[config.mk]
export PLATFORM = sky130hd
export DESIGN_NAME = mem_port_arbiter
export DESIGN_NICKNAME = d
export VERILOG_FILES = /design/src/rtl/mem_arb_pkg.sv /design/src/rtl/arb_rr_pick.sv /design/src/rtl/mem_port_arbiter.sv
export SDC_FILE = /design/constraint.sdc
export NUM_CORES = 1
export LEC_CHECK = 0
export BUFFER_PORTS_ARGS = -buffer_cell sky130_fd_sc_hd__buf_2
export CORE_AREA = 2 2 91 93
export CTS_CLUSTER_DIAMETER = 30
export DETAILED_ROUTE_END_ITERATION = 7
export DIE_AREA = 0 0 93 95
export HOLD_SLACK_MARGIN = 0.1
export MAX_ROUTING_LAYER = met4
export PLACE_DENSITY = 0.78
export SLEW_MARGIN = 25
export SYNTH_ARGS = -nofsm -noshare
export SYNTH_HDL_FRONTEND = slang
export SYNTH_SLANG_ARGS = --single-unit
[constraint.sdc]
create_clock -name clk -period 3.6 [get_ports clk]
set_input_delay 0.18 -clock clk [delete_from_list [all_inputs] [get_ports clk]]
set_output_delay 0.18 -clock clk [all_outputs]
set_load 0.03 [all_outputs]
[src/rtl/mem_arb_pkg.sv]
// Shared definitions for the two-port memory arbiter.
//   arb_state_e : controller state encoding (IDLE / BUSY / RESP)
//   REQ_IF      : requester index of the instruction-fetch stage
//   REQ_MEM     : requester index of the memory stage
//   WDOG_W      : watchdog counter width (covers TIMEOUT_CYC up to 65535)
package mem_arb_pkg;

   typedef enum logic [1:0] {
      IDLE = 2'b00,
      BUSY = 2'b01,
      RESP = 2'b10
   } arb_state_e;

   localparam logic REQ_IF  = 1'b0;
   localparam logic REQ_MEM = 1'b1;

   localparam int WDOG_W = 16;

endpackage

[src/rtl/arb_rr_pick.sv]
// Combinational round-robin pick between the two requesters.
// Ports:
//   Req_0, Req_1 : in  request lines (IF stage, MEM stage)
//   Last         : in  index of the requester granted most recently
//   grant_valid  : out at least one request present
//   grant_idx    : out index of the requester to grant
module arb_rr_pick
   import mem_arb_pkg::*;
(
   input  logic Req_0,
   input  logic Req_1,
   input  logic Last,
   output logic grant_valid,
   output logic grant_idx
);

   always_comb begin
      grant_valid = Req_0 | Req_1;
      if (Req_0 && Req_1) begin
         // on a tie, the requester that was not served last wins
         grant_idx = (Last == REQ_MEM) ? REQ_IF : REQ_MEM;
      end else if (Req_1) begin
         grant_idx = REQ_MEM;
      end else begin
         grant_idx = REQ_IF;
      end
   end

endmodule

[src/rtl/mem_port_arbiter.sv]
// Two-requester arbiter for a single memory port (IF stage vs MEM stage).
// One transaction at a time: grant, wait for Mem_ack, one-cycle response.
// Optional watchdog enabled by defining MEM_ARB_TIMEOUT_EN; without it the
// arbiter waits for Mem_ack indefinitely and Err_0/Err_1 stay low.
// Ports:
//   clk, rst_n            : clock (rising edge), async active-low reset
//   Req_0/Addr_0          : IF-stage read request
//   Req_1/Addr_1/We_1/Wdata_1 : MEM-stage read/write request
//   Mem_req/Mem_addr/Mem_we/Mem_wdata : memory command, valid in BUSY
//   Mem_ack/Mem_rdata     : memory completion and read data
//   Select                : registered owner, drives the shared port muxes
//   Done_0/Done_1         : one-cycle completion pulses
//   Rdata, Err_0/Err_1    : response data and timeout flag, valid with Done
//
// state | meaning
// IDLE  | no transaction; sample requests and grant one
// BUSY  | command on the memory port, waiting for Mem_ack (or timeout)
// RESP  | Done pulse to the owner with Rdata/Err; no new grant this cycle
module mem_port_arbiter
   import mem_arb_pkg::*;
#(
   parameter int unsigned ADDR_W      = 32,
   parameter int unsigned DATA_W      = 32,
   parameter int unsigned TIMEOUT_CYC = 255
)(
   input  logic              clk,
   input  logic              rst_n,
   input  logic              Req_0,
   input  logic              Req_1,
   input  logic [ADDR_W-1:0] Addr_0,
   input  logic [ADDR_W-1:0] Addr_1,
   input  logic              We_1,
   input  logic [DATA_W-1:0] Wdata_1,
   output logic              Mem_req,
   output logic [ADDR_W-1:0] Mem_addr,
   output logic              Mem_we,
   output logic [DATA_W-1:0] Mem_wdata,
   input  logic              Mem_ack,
   input  logic [DATA_W-1:0] Mem_rdata,
   output logic              Select,
   output logic              Done_0,
   output logic              Done_1,
   output logic [DATA_W-1:0] Rdata,
   output logic              Err_0,
   output logic              Err_1
);

   arb_state_e        state;
   arb_state_e        state_nxt;
   logic              select_q;
   logic              last_q;
   logic              err_q;
   logic [DATA_W-1:0] rdata_q;
   logic              grant_valid;
   logic              grant_idx;
   logic              timeout;
   logic              start_txn;

   arb_rr_pick u_rr_pick (
      .Req_0       (Req_0),
      .Req_1       (Req_1),
      .Last        (last_q),
      .grant_valid (grant_valid),
      .grant_idx   (grant_idx)
   );

   assign start_txn = (state == IDLE) && grant_valid;

`ifdef MEM_ARB_TIMEOUT_EN
   logic [WDOG_W-1:0] wdog_cnt;

   // Loaded with the limit on grant and counted down through BUSY; the
   // terminal count is reached after TIMEOUT_CYC further BUSY cycles.
   always_ff @(posedge clk or negedge rst_n) begin
      if (!rst_n) begin
         wdog_cnt <= '0;
      end else if (start_txn) begin
         wdog_cnt <= WDOG_W'(TIMEOUT_CYC);
      end else if ((state == BUSY) && (wdog_cnt != '0)) begin
         wdog_cnt <= wdog_cnt - WDOG_W'(1);
      end
   end

   assign timeout = (state == BUSY) && (wdog_cnt == '0);
`else
   // No watchdog in this build; the limit parameter is kept only so both
   // builds share one interface.
   logic [WDOG_W-1:0] tmo_unused;
   assign tmo_unused = WDOG_W'(TIMEOUT_CYC);
   assign timeout    = 1'b0;
`endif

   always_ff @(posedge clk or negedge rst_n) begin
      if (!rst_n) begin
         state <= IDLE;
      end else begin
         state <= state_nxt;
      end
   end

   always_comb begin
      state_nxt = state;
      case (state)
         IDLE:    if (grant_valid) state_nxt = BUSY;
         BUSY:    if (Mem_ack || timeout) state_nxt = RESP;
         RESP:    state_nxt = IDLE;
         default: state_nxt = IDLE;
      endcase
   end

   always_ff @(posedge clk or negedge rst_n) begin
      if (!rst_n) begin
         select_q <= REQ_IF;
         last_q   <= REQ_IF;
         err_q    <= 1'b0;
         rdata_q  <= '0;
      end else begin
         if (start_txn) begin
            select_q <= grant_idx;
            last_q   <= grant_idx;
         end
         if (state == BUSY) begin
            // an ack arriving together with the timeout wins
            if (Mem_ack) begin
               rdata_q <= Mem_rdata;
               err_q   <= 1'b0;
            end else if (timeout) begin
               rdata_q <= '0;
               err_q   <= 1'b1;
            end
         end
      end
   end

   always_comb begin
      Mem_req   = (state == BUSY);
      Select    = select_q;
      Mem_addr  = (select_q == REQ_MEM) ? Addr_1 : Addr_0;
      Mem_we    = (select_q == REQ_MEM) && We_1;
      Mem_wdata = (select_q == REQ_MEM) ? Wdata_1 : '0;
      Done_0    = (state == RESP) && (select_q == REQ_IF);
      Done_1    = (state == RESP) && (select_q == REQ_MEM);
      Err_0     = Done_0 && err_q;
      Err_1     = Done_1 && err_q;
      Rdata     = rdata_q;
   end

endmodule

Yosys cells after proc, flatten, opt, wreduce, memory -nomap -nowiden
Index checks and enable logic that the tools add are counted.
{ "totals": {"reg_bits": 35, "in_bits": 134, "output_inout_bits": 103} }
{ "op_classes": {"n_eq_ne": 4, "n_mux": 8, "bitwise": 2, "n_reduce_logical": 8} }
{ "ops": {"columns": ["op", "n"], "rows": [
  ["32-bit two-way mux", 2],
  ["1-bit logical AND", 5],
  ["2-bit two-way mux", 2],
  ["2-bit case mux with 2 select lines", 1],
  ["2-bit AND reduction", 2],
  ["1-bit two-way mux", 3],
  ["2-bit by 1-bit equality test with 1-bit output (second input constant)", 1],
  ["2-bit equality test (second input constant)", 1],
  ["2-bit logical NOT", 1],
  ["2-bit by 1-bit != test with 1-bit output (second input constant)", 1],
  ["2-bit != test (second input constant)", 1],
  ["1-bit NOT", 1],
  ["1-bit bitwise OR", 1]
]} }

Depth between registers and ports, before layout
Gate-level depths: netlist of the first run.
{ "logic_depth": {"ltp_word": 3, "ltp_mapped": 4, "depth_no_buf": 2} }

Cells and area by module
From an unflattened synthesis of the first run, not the netlist that was laid out.
{ "hier_totals": {"cells_unflattened": 157, "hier_area_um2": 2089.5} }
{ "by_module_without_submodules": {"columns": ["module", "instances", "cells_each", "area_each_um2"], "rows": [
  ["mem_port_arbiter", 1, 155, 2075.7],
  ["arb_rr_pick", 1, 2, 13.8]
]} }

Least setup slack after synthesis of the first run
OpenSTA, ideal clock, no wires.
{ "synth_path": {"path_type": "register to output", "start": "register last_q (netlist name)", "end": "output Done_0", "arrival_time_ps": 1576, "t_required_ps": 3420, "path_slack_ps": 1844, "stages_incl_launch_ff": 4, "n_path_buf": 2, "cell_sequence": "dfrtp_1 -> buf_2 -> clkbuf_1 -> nor3b_1"} }
{ "synth_rtl": {"columns": ["item", "line_no", "rtl"], "rows": [
  ["end, declared", "mem_port_arbiter.sv:41", "output logic Done_0,"]
]} }

==> impl_results.md, run 1 <==
* Max Slew Vio Count at 0
* Via Count at approximately 2k
* Peak VDD IR at between 0.4 and 0.5 mV
* Sw frac at 0.493
* Worst path buffer plus inverter count at 1
* Post-DR vias/cell at 4.15
* Post-layout min period at 1.89 ns
* Setup Crit Path Kind: reg2out
* Synth Warn # at 0
* Std cell rows at 33
* CP Launch Type: flop
* Netlist Area Pre-Place at about 2100 µm²
* Static Leakage at between 1.5 and 2 nW
* CP Capture Type: output pin
* Post-CTS Resized at 0
* Distinct cells, synth at 19
* Synth Area in Adders at 0
* Sw power at ~0.0015 W
* Initial DRC Count at 48
* Layout filler cell count at around 760
* Number of synthesized flops with an enable pin at 0
* H-tree depth at 2
* Initial Util at 0.264
* Initial DRT Pass Iterations at 4
* Int Power at between 0.0015 and 0.002 W
* Post-Synth XOR/XNOR Area at 0
* Metal3 WL at between 500 and 600 µm
* Max incr delay on CP at 0.83 ns
* Setup TNS Final at 0 ns
* F_max at 528 MHz
* CP cell instances: mux2_2 -> buf_2
* Comb pwr share at 0.631
* Gr ovfl total at 0
* Vias in the first global route at 1910
* Reg clk slew, reported paths at around 0.070 ns
* Synth-to-layout area growth at 63.4%
* Initial antenna violation count at 0
* Die Ht at about 95 µm
* Top_reg_cell synth: dfrtp_1
* Diode count at 0
* Cell taking the most area after synthesis: dfrtp_1
* Share of cells above drive strength 1 at 0.796
* Clock Root Buffer: clkbuf_8
* CP max FO at 70
* DR top layer: met4
* # port buffers at roughly 230
* Async SR Flop Fraction at 1.00
* Crit path arrival time at approximately 1.7 ns
* Clk Latency, worst-skew pair at between 0.2 and 0.3 ns
* Status: finished clean
* Max_slew headroom at 0.494
* Hold Fails Final Rpt at 0
* Post-synthesis simple-gate area fraction at 0.130
* Largest family of logic cells by synthesized area: multiplexers
* Ranking of synthesized cells by area: dfrtp_1 42%, mux2_4 21%, mux2_2 19%, and2_1 9.9%, buf_6 1.6%
* Clock Sinks at 35
* Delay-heaviest family, CP: flip-flops
* Global-route wire length before repair at ~8800 µm
* Core footprint at around 8000 µm²
* WL final at roughly 6300 µm
* Synth top area share at 0.418
* CP required at between 3 and 4 ns
* Wl on met1 at between 2000 and 2500 µm
* Pwr Total at 0.00297 W
* Sequential share of power at 0.265
* Worst-Margin Slew at ~0.76 ns
* Sequential share of the synthesized area at 0.418
* Period utilization at 0.526
* DR WL/cell at 12.7 µm
* CTS tree: yes
* Met2 wire len at roughly 3200 µm
* GP Congestion at ~0.70
* Synth top cells by count: 35 x dfrtp_1, 35 x mux2_2, 33 x and2_1
* Mux share of post-synthesis cell area at 0.396
* Synth Area in Compound Gates at 0.00717
* Hold/Removal Path Class: in2reg
* CTS buffer count at 5
* Mean area per synthesized cell at ~13 µm²
* Worst Skew at 0.00485 ns
* DRC violations left at 0
* RSZ-0062 raised after global routing: false
* Pwr per Cell Area at about 870 nW/µm²
* Final ANT Viol Nets at 0
* Largest net degree at the start of global routing at just over 70
* CP max stage cell: dfrtp_4
* Final setup viols at 0
* Max cap viols at 0
* Post-DP HPWL at approximately 5100 µm
* Die X at ~93 µm
* Die area at 8840 µm²
* Design area at roughly 3400 µm²
* Cell area after placement at between 3000 and 4000 µm²
* Flops & latches, synth at 35
* Total GRT Usage at 0.129
* Cells after Synth at roughly 160
* Deepest clock path buffer count at 2
* Nets at between 500 and 600
* Top-Level Pins at between 200 and 250
* Clock network fraction of total power at 0.104
==> power by group through the flow <==
stage / Clock, W / Sequential (W) / Combinational, W
detailed placement: 0 / 0.000783 / 0.00189
CTS: 0.000323 / 0.000786 / 0.00189
finish: 0.000307 / 0.000787 / 0.00187
global placement: 0 / 0.000772 / 0.00187
global route: 0.000338 / 0.000823 / 0.00196
floorplan: 0 / 0.00104 / 0.00113
==> cells in the final DEF, fill, tap and decap left out, drive strengths merged, types with 2 or more instances in the layout <==
master and n:
and2 33, buf 234, clkbuf 7, conb 2, dfrtp 35, mux2 64
==> final cells by class <==
| type | count | area, µm² | share of cell area |
|---|---|---|---|
| Timing Repair Buffer | 235 | 1180 | 0.345 |
| Multi-Input combinational cell | 108 | 1120 | 0.328 |
| Sequential cell | 35 | 880 | 0.257 |
| Tap cell | 105 | 131 | 0.0384 |
| Clock buffer | 7 | 96.3 | 0.0281 |
| Clock inverter | 1 | 7.51 | 0.00219 |
| Inverter | 1 | 3.75 | 0.00110 |
==> metrics by stage <==
step	setup slack, ns	instances	util	hold WS, ns
floorplan	1.84	158	-	-0.116
global placement	1.81	483	0.417	0.283
detailed placement	1.75	483	0.417	0.300
CTS	1.45	492	0.432	0.111
global route	1.61	492	0.432	0.108
finish	1.71	492	0.432	0.125
==> metal layers <==
metal | vias to the layer above | track usage
li1 | 989 | -
met1 | 920 | 0.144
met2 | 119 | 0.228
met3 | 12 | 0.0295
met4 | 0 | 0.0478
met5 | - | -
==> worst register-to-register path: cells and delay by family (launching register included) <==
family | cells | cell delay, ns
DFF | 1 | 0.50
muxes | 1 | 0.53
and+or+nand+nor | 1 | 0.53
==> path summary, 6_finish.rpt <==
kind	startpoint	cells after the start	endpoint	slack, ns
max reg2reg	state[0]	2	Rdata[6]	1.92
max	last_q	2	Mem_addr[9]	1.71
min	Mem_rdata[23]	2	Rdata[23]	0.13
max in group asynchronous	rst_n	2	last_q	2.53
min in group asynchronous	rst_n	2	Rdata[3]	0.51
min reg2reg	Rdata[30]	1	Rdata[30]	0.51
==> registers in the layout (all words and copies together) (netlist names) <==
| register | count |
|---|---|
| state | 2 |
| last_q | 1 |
| Rdata | 32 |
==> logic make-up after synthesis <==
logic type | count (synthesis)
simple gates | 40
mux | 64
flops | 35
buf+inv | 15
compound gates | 2
other cells | 1
==> timing repair <==
item                      CTS  global route
buffers inserted            0             0
hold endpoints to repair   35             0
hold buffers                1             0
Note: power is estimated with default switching activity, not from simulation.
==> run 2, diff against run 1 <==
--- a/config.mk
+++ b/config.mk
@@ -5,14 +5,15 @@
 export SDC_FILE = /design/constraint.sdc
 export NUM_CORES = 1
 export LEC_CHECK = 0
+export ABC_AREA = 1
 export BUFFER_PORTS_ARGS = -buffer_cell sky130_fd_sc_hd__buf_2
-export CORE_AREA = 2 2 91 93
+export CORE_AREA = 2 2 93 95
 export CTS_CLUSTER_DIAMETER = 30
 export DETAILED_ROUTE_END_ITERATION = 7
-export DIE_AREA = 0 0 93 95
+export DIE_AREA = 0 0 95 97
 export HOLD_SLACK_MARGIN = 0.1
 export MAX_ROUTING_LAYER = met4
-export PLACE_DENSITY = 0.78
+export PLACE_DENSITY = 0.77
 export SLEW_MARGIN = 25
 export SYNTH_ARGS = -nofsm -noshare
 export SYNTH_HDL_FRONTEND = slang
==> constraint.sdc (replaced) <==
create_clock -name clk -period 1.82 [get_ports clk]
set_input_delay 0.091 -clock clk [delete_from_list [all_inputs] [get_ports clk]]
set_output_delay 0.091 -clock clk [all_outputs]
set_load 0.03 [all_outputs]
==> impl_results.md, run 2 <==
* Status: finished clean
* Peak VDD IR at 0.878 mV (+93%)
* Cts hold-fix bufs at 36 (+35)
* Number of synthesized flops with an enable pin at 0 (unchanged)
* Deepest clock path buffer count at 2 (unchanged)
* Die area at 9220 µm² (+4.3%)
* Async SR Flop Fraction at 1.00 (unchanged)
* Worst Skew at 0.00144 ns (-0.00341 ns)
* Max cap viols at 0 (unchanged)
* RR Endpoint: last_q
* Setup WS post-layout at 0.183 ns (-1.52 ns)
* CTS tree: yes
* Busiest grt layer: met2
* Pwr per Cell Area at 1680 nW/µm² (+94%)
* Cell taking the most area after synthesis: dfrtp_1
* Reg clk slew, reported paths at 0.08 ns (about the same)
* Most common cell after layout, fill and taps aside: buf_2
* R2R Setup Slk at 0.18 ns (-1.74 ns)
* Sequential share of the synthesized area at 0.398 (-0.0198)
* Most frequent cells in the layout: 234 x buf_2, 199 x nand2_1, 36 x inv_1, 36 x dlygate4sd3_1, 34 x dfrtp_1
* Reg2reg start: last_q
* Final ANT Viol Nets at 0 (unchanged)
* Met3 GRT Util at 0.0319 (+0.00240)
* Hold Fails Final Rpt at 0 (unchanged)
* Std cell rows at 33 (unchanged)
* DR WL/cell at 12.5 µm (-2.0%)
* Clock Sinks at 35 (unchanged)
* H-tree depth at 2 (unchanged)
* Post-layout min period at 1.64 ns
* Initial antenna violation count at 0 (unchanged)
* Static Leakage at 2.59 nW (+32%)
* Worst-Margin Slew at 0.780 ns (+0.0205 ns)
* Worst slack at placement at 0.508 ns (-1.24 ns)
* Synth Warn # at 0 (unchanged)
* Flops & latches, synth at 35 (unchanged)
* Nets at 729 (+40%)
* Max Slew Vio Count at 0 (unchanged)
* RSZ-0062 raised after global routing: false
* Most common cell in the netlist: nand2_1
* Mean area per synthesized cell at 6.50 µm² (-51%)
* Clock Root Buffer: clkbuf_8
* Ranking of synthesized cells by area: dfrtp_1 40%, nand2_1 34%, nand4_1 9.1%, inv_1 6.1%, buf_4 3.8%
* Core footprint at 8130 µm² (+2.6%)
* Clk Latency, worst-skew pair at 0.29 ns (about the same)
* Initial Util at 0.270 (+0.00606)
* WL final at 8750 µm (+40%)
* Post-DP HPWL at 6090 µm (+18%)
* Die X at 95 µm (+2.2%)
* CP cell instances: inv_2 -> buf_12 -> nand3_1 -> nand2_1 -> dlygate4sd3_1
* Initial DRT Pass Iterations at 4 (unchanged)
* Layout Cells excl Fill at 701 (+42%)
* Max_slew headroom at 0.480 (-0.0137)
* Share of cells above drive strength 1 at 0.423 (-0.373)
* Crit path arrival time at 1.86 ns (+0.15 ns)
* Placed cells at 657 (+36%)
* # Post-CTS Setup Buffers at 0 (unchanged)
* Setup Crit Path Kind: reg2reg
* Final setup viols at 0 (unchanged)
* CP Launch Type: flop
* # port buffers at 234 (unchanged)
* Hold/Removal Path Class: in2reg
* Routing usage on met2 at 0.345 (+0.118)
* Reg2Reg Depth at 5 (+3)
* Initial DRC Count at 86 (+79%)
* GP Congestion at 0.847 (+21%)
* Distinct cells, synth at 14 (-5)
* Gr ovfl total at 0 (unchanged)
* Critical path endpoint: last_q
* Largest net degree at the start of global routing at 69 (-2.8%)
* Total GRT Usage at 0.188 (+0.0581)
* Synth top area share at 0.398 (-0.0198)
* Post-DR vias/cell at 4.39 (+5.9%)
* Global-route wire length before repair at 13600 µm (+55%)
* Top-Level Pins at 237 (unchanged)
* Period utilization at 0.899
* Die Ht at 97 µm (+2.1%)
* Via Count at 3078 (+51%)
* Setup TNS Final at 0 ns (unchanged)
* F_max at slightly above 600 MHz
* Diode count at 0 (unchanged)
* Post-CTS Resized at 0 (unchanged)
* DRC violations left at 0 (unchanged)
* Top_reg_cell synth: dfrtp_1
* Cells after Synth at 338 (+120%)
* Crit path from: last_q
* Max incr delay on CP at 0.54 ns (-0.29 ns)
* CP max FO at 18 (-74%)
* CP Capture Type: flop
* Synth top cells by count: 199 x nand2_1, 36 x inv_1, 35 x dfrtp_1
* Routing usage on met1 at 0.201 (+0.0570)
* Util after Layout at 0.472 (+0.0404)
* CP max stage cell: dlygate4sd3_1
* Vias in the first global route at 2917 (+53%)
* Netlist Area Pre-Place at 2200 µm² (+5.0%)
* Synth-to-layout area growth at 74.7%
* CTS buffer count at 5 (unchanged)
* CP required at 2.05 ns (-1.37 ns)
* Max reg flops at 32 (unchanged)
[run 2: power breakdown]
part / switching (W) / total, W / internal [W]
clock network: 0.000312 / 0.000585 / 0.000273
registers: 0.000244 / 0.00139 / 0.00114
logic: 0.00324 / 0.00449 / 0.00125
total: 0.00380 / 0.00647 / 0.00267
[run 2: worst min-delay path by stage]
stage | from | endpoint | cells past startpoint
global placement | rst_n | Rdata[23] | 1
detailed placement | rst_n | Rdata[23] | 1
CTS | Mem_ack | Rdata[3] | 3
floorplan | rst_n | Rdata[0] | 0
global route | Mem_ack | Rdata[5] | 3
finish | Mem_ack | Rdata[3] | 3
[run 2: cell type report]
type	count	area (µm²)
Clock buffer	5	68.8
Clock inverter	3	23.8
Fill cell	786	4290
Inverter	38	143
Multi-Input combinational cell	239	996
Sequential cell	35	877
Tap cell	105	131
Timing Repair Buffer	276	1600
[run 2: per-layer routing]
layer	wire length (µm)	up-vias
li1	-	1532
met1	3200	1358
met2	4630	169
met3	738	19
met4	174	0
met5	0	-
[run 2: kinds of logic (layout without fill, tap and decap cells)]
kind of cell	Yosys count	after routing	synth area share
AO/OA/AOI/OAI	1	1	0.00227
other	1	2	0.00171
buffers and inverters	65	322	0.150
flip-flops	35	35	0.398
AND/OR/NAND/NOR	236	236	0.447
[run 2: worst max-delay path, delay by kind of cell, from the launching register on]
| family | cells | cell delay [ns] |
|---|---|---|
| buf+inv | 3 | 0.99 |
| flops | 1 | 0.43 |
| simple gates | 2 | 0.15 |
[run 2: metrics by stage]
stage	total power, W	area (µm²)	hold WS, ns
after floorplan	0.00456	2200	-0.205
after global placement	0.00573	3390	0.204
after detailed placement	0.00581	3390	0.210
after CTS	0.00649	3840	0.275
after global routing	0.00694	3840	0.304
final	0.00647	3840	0.296
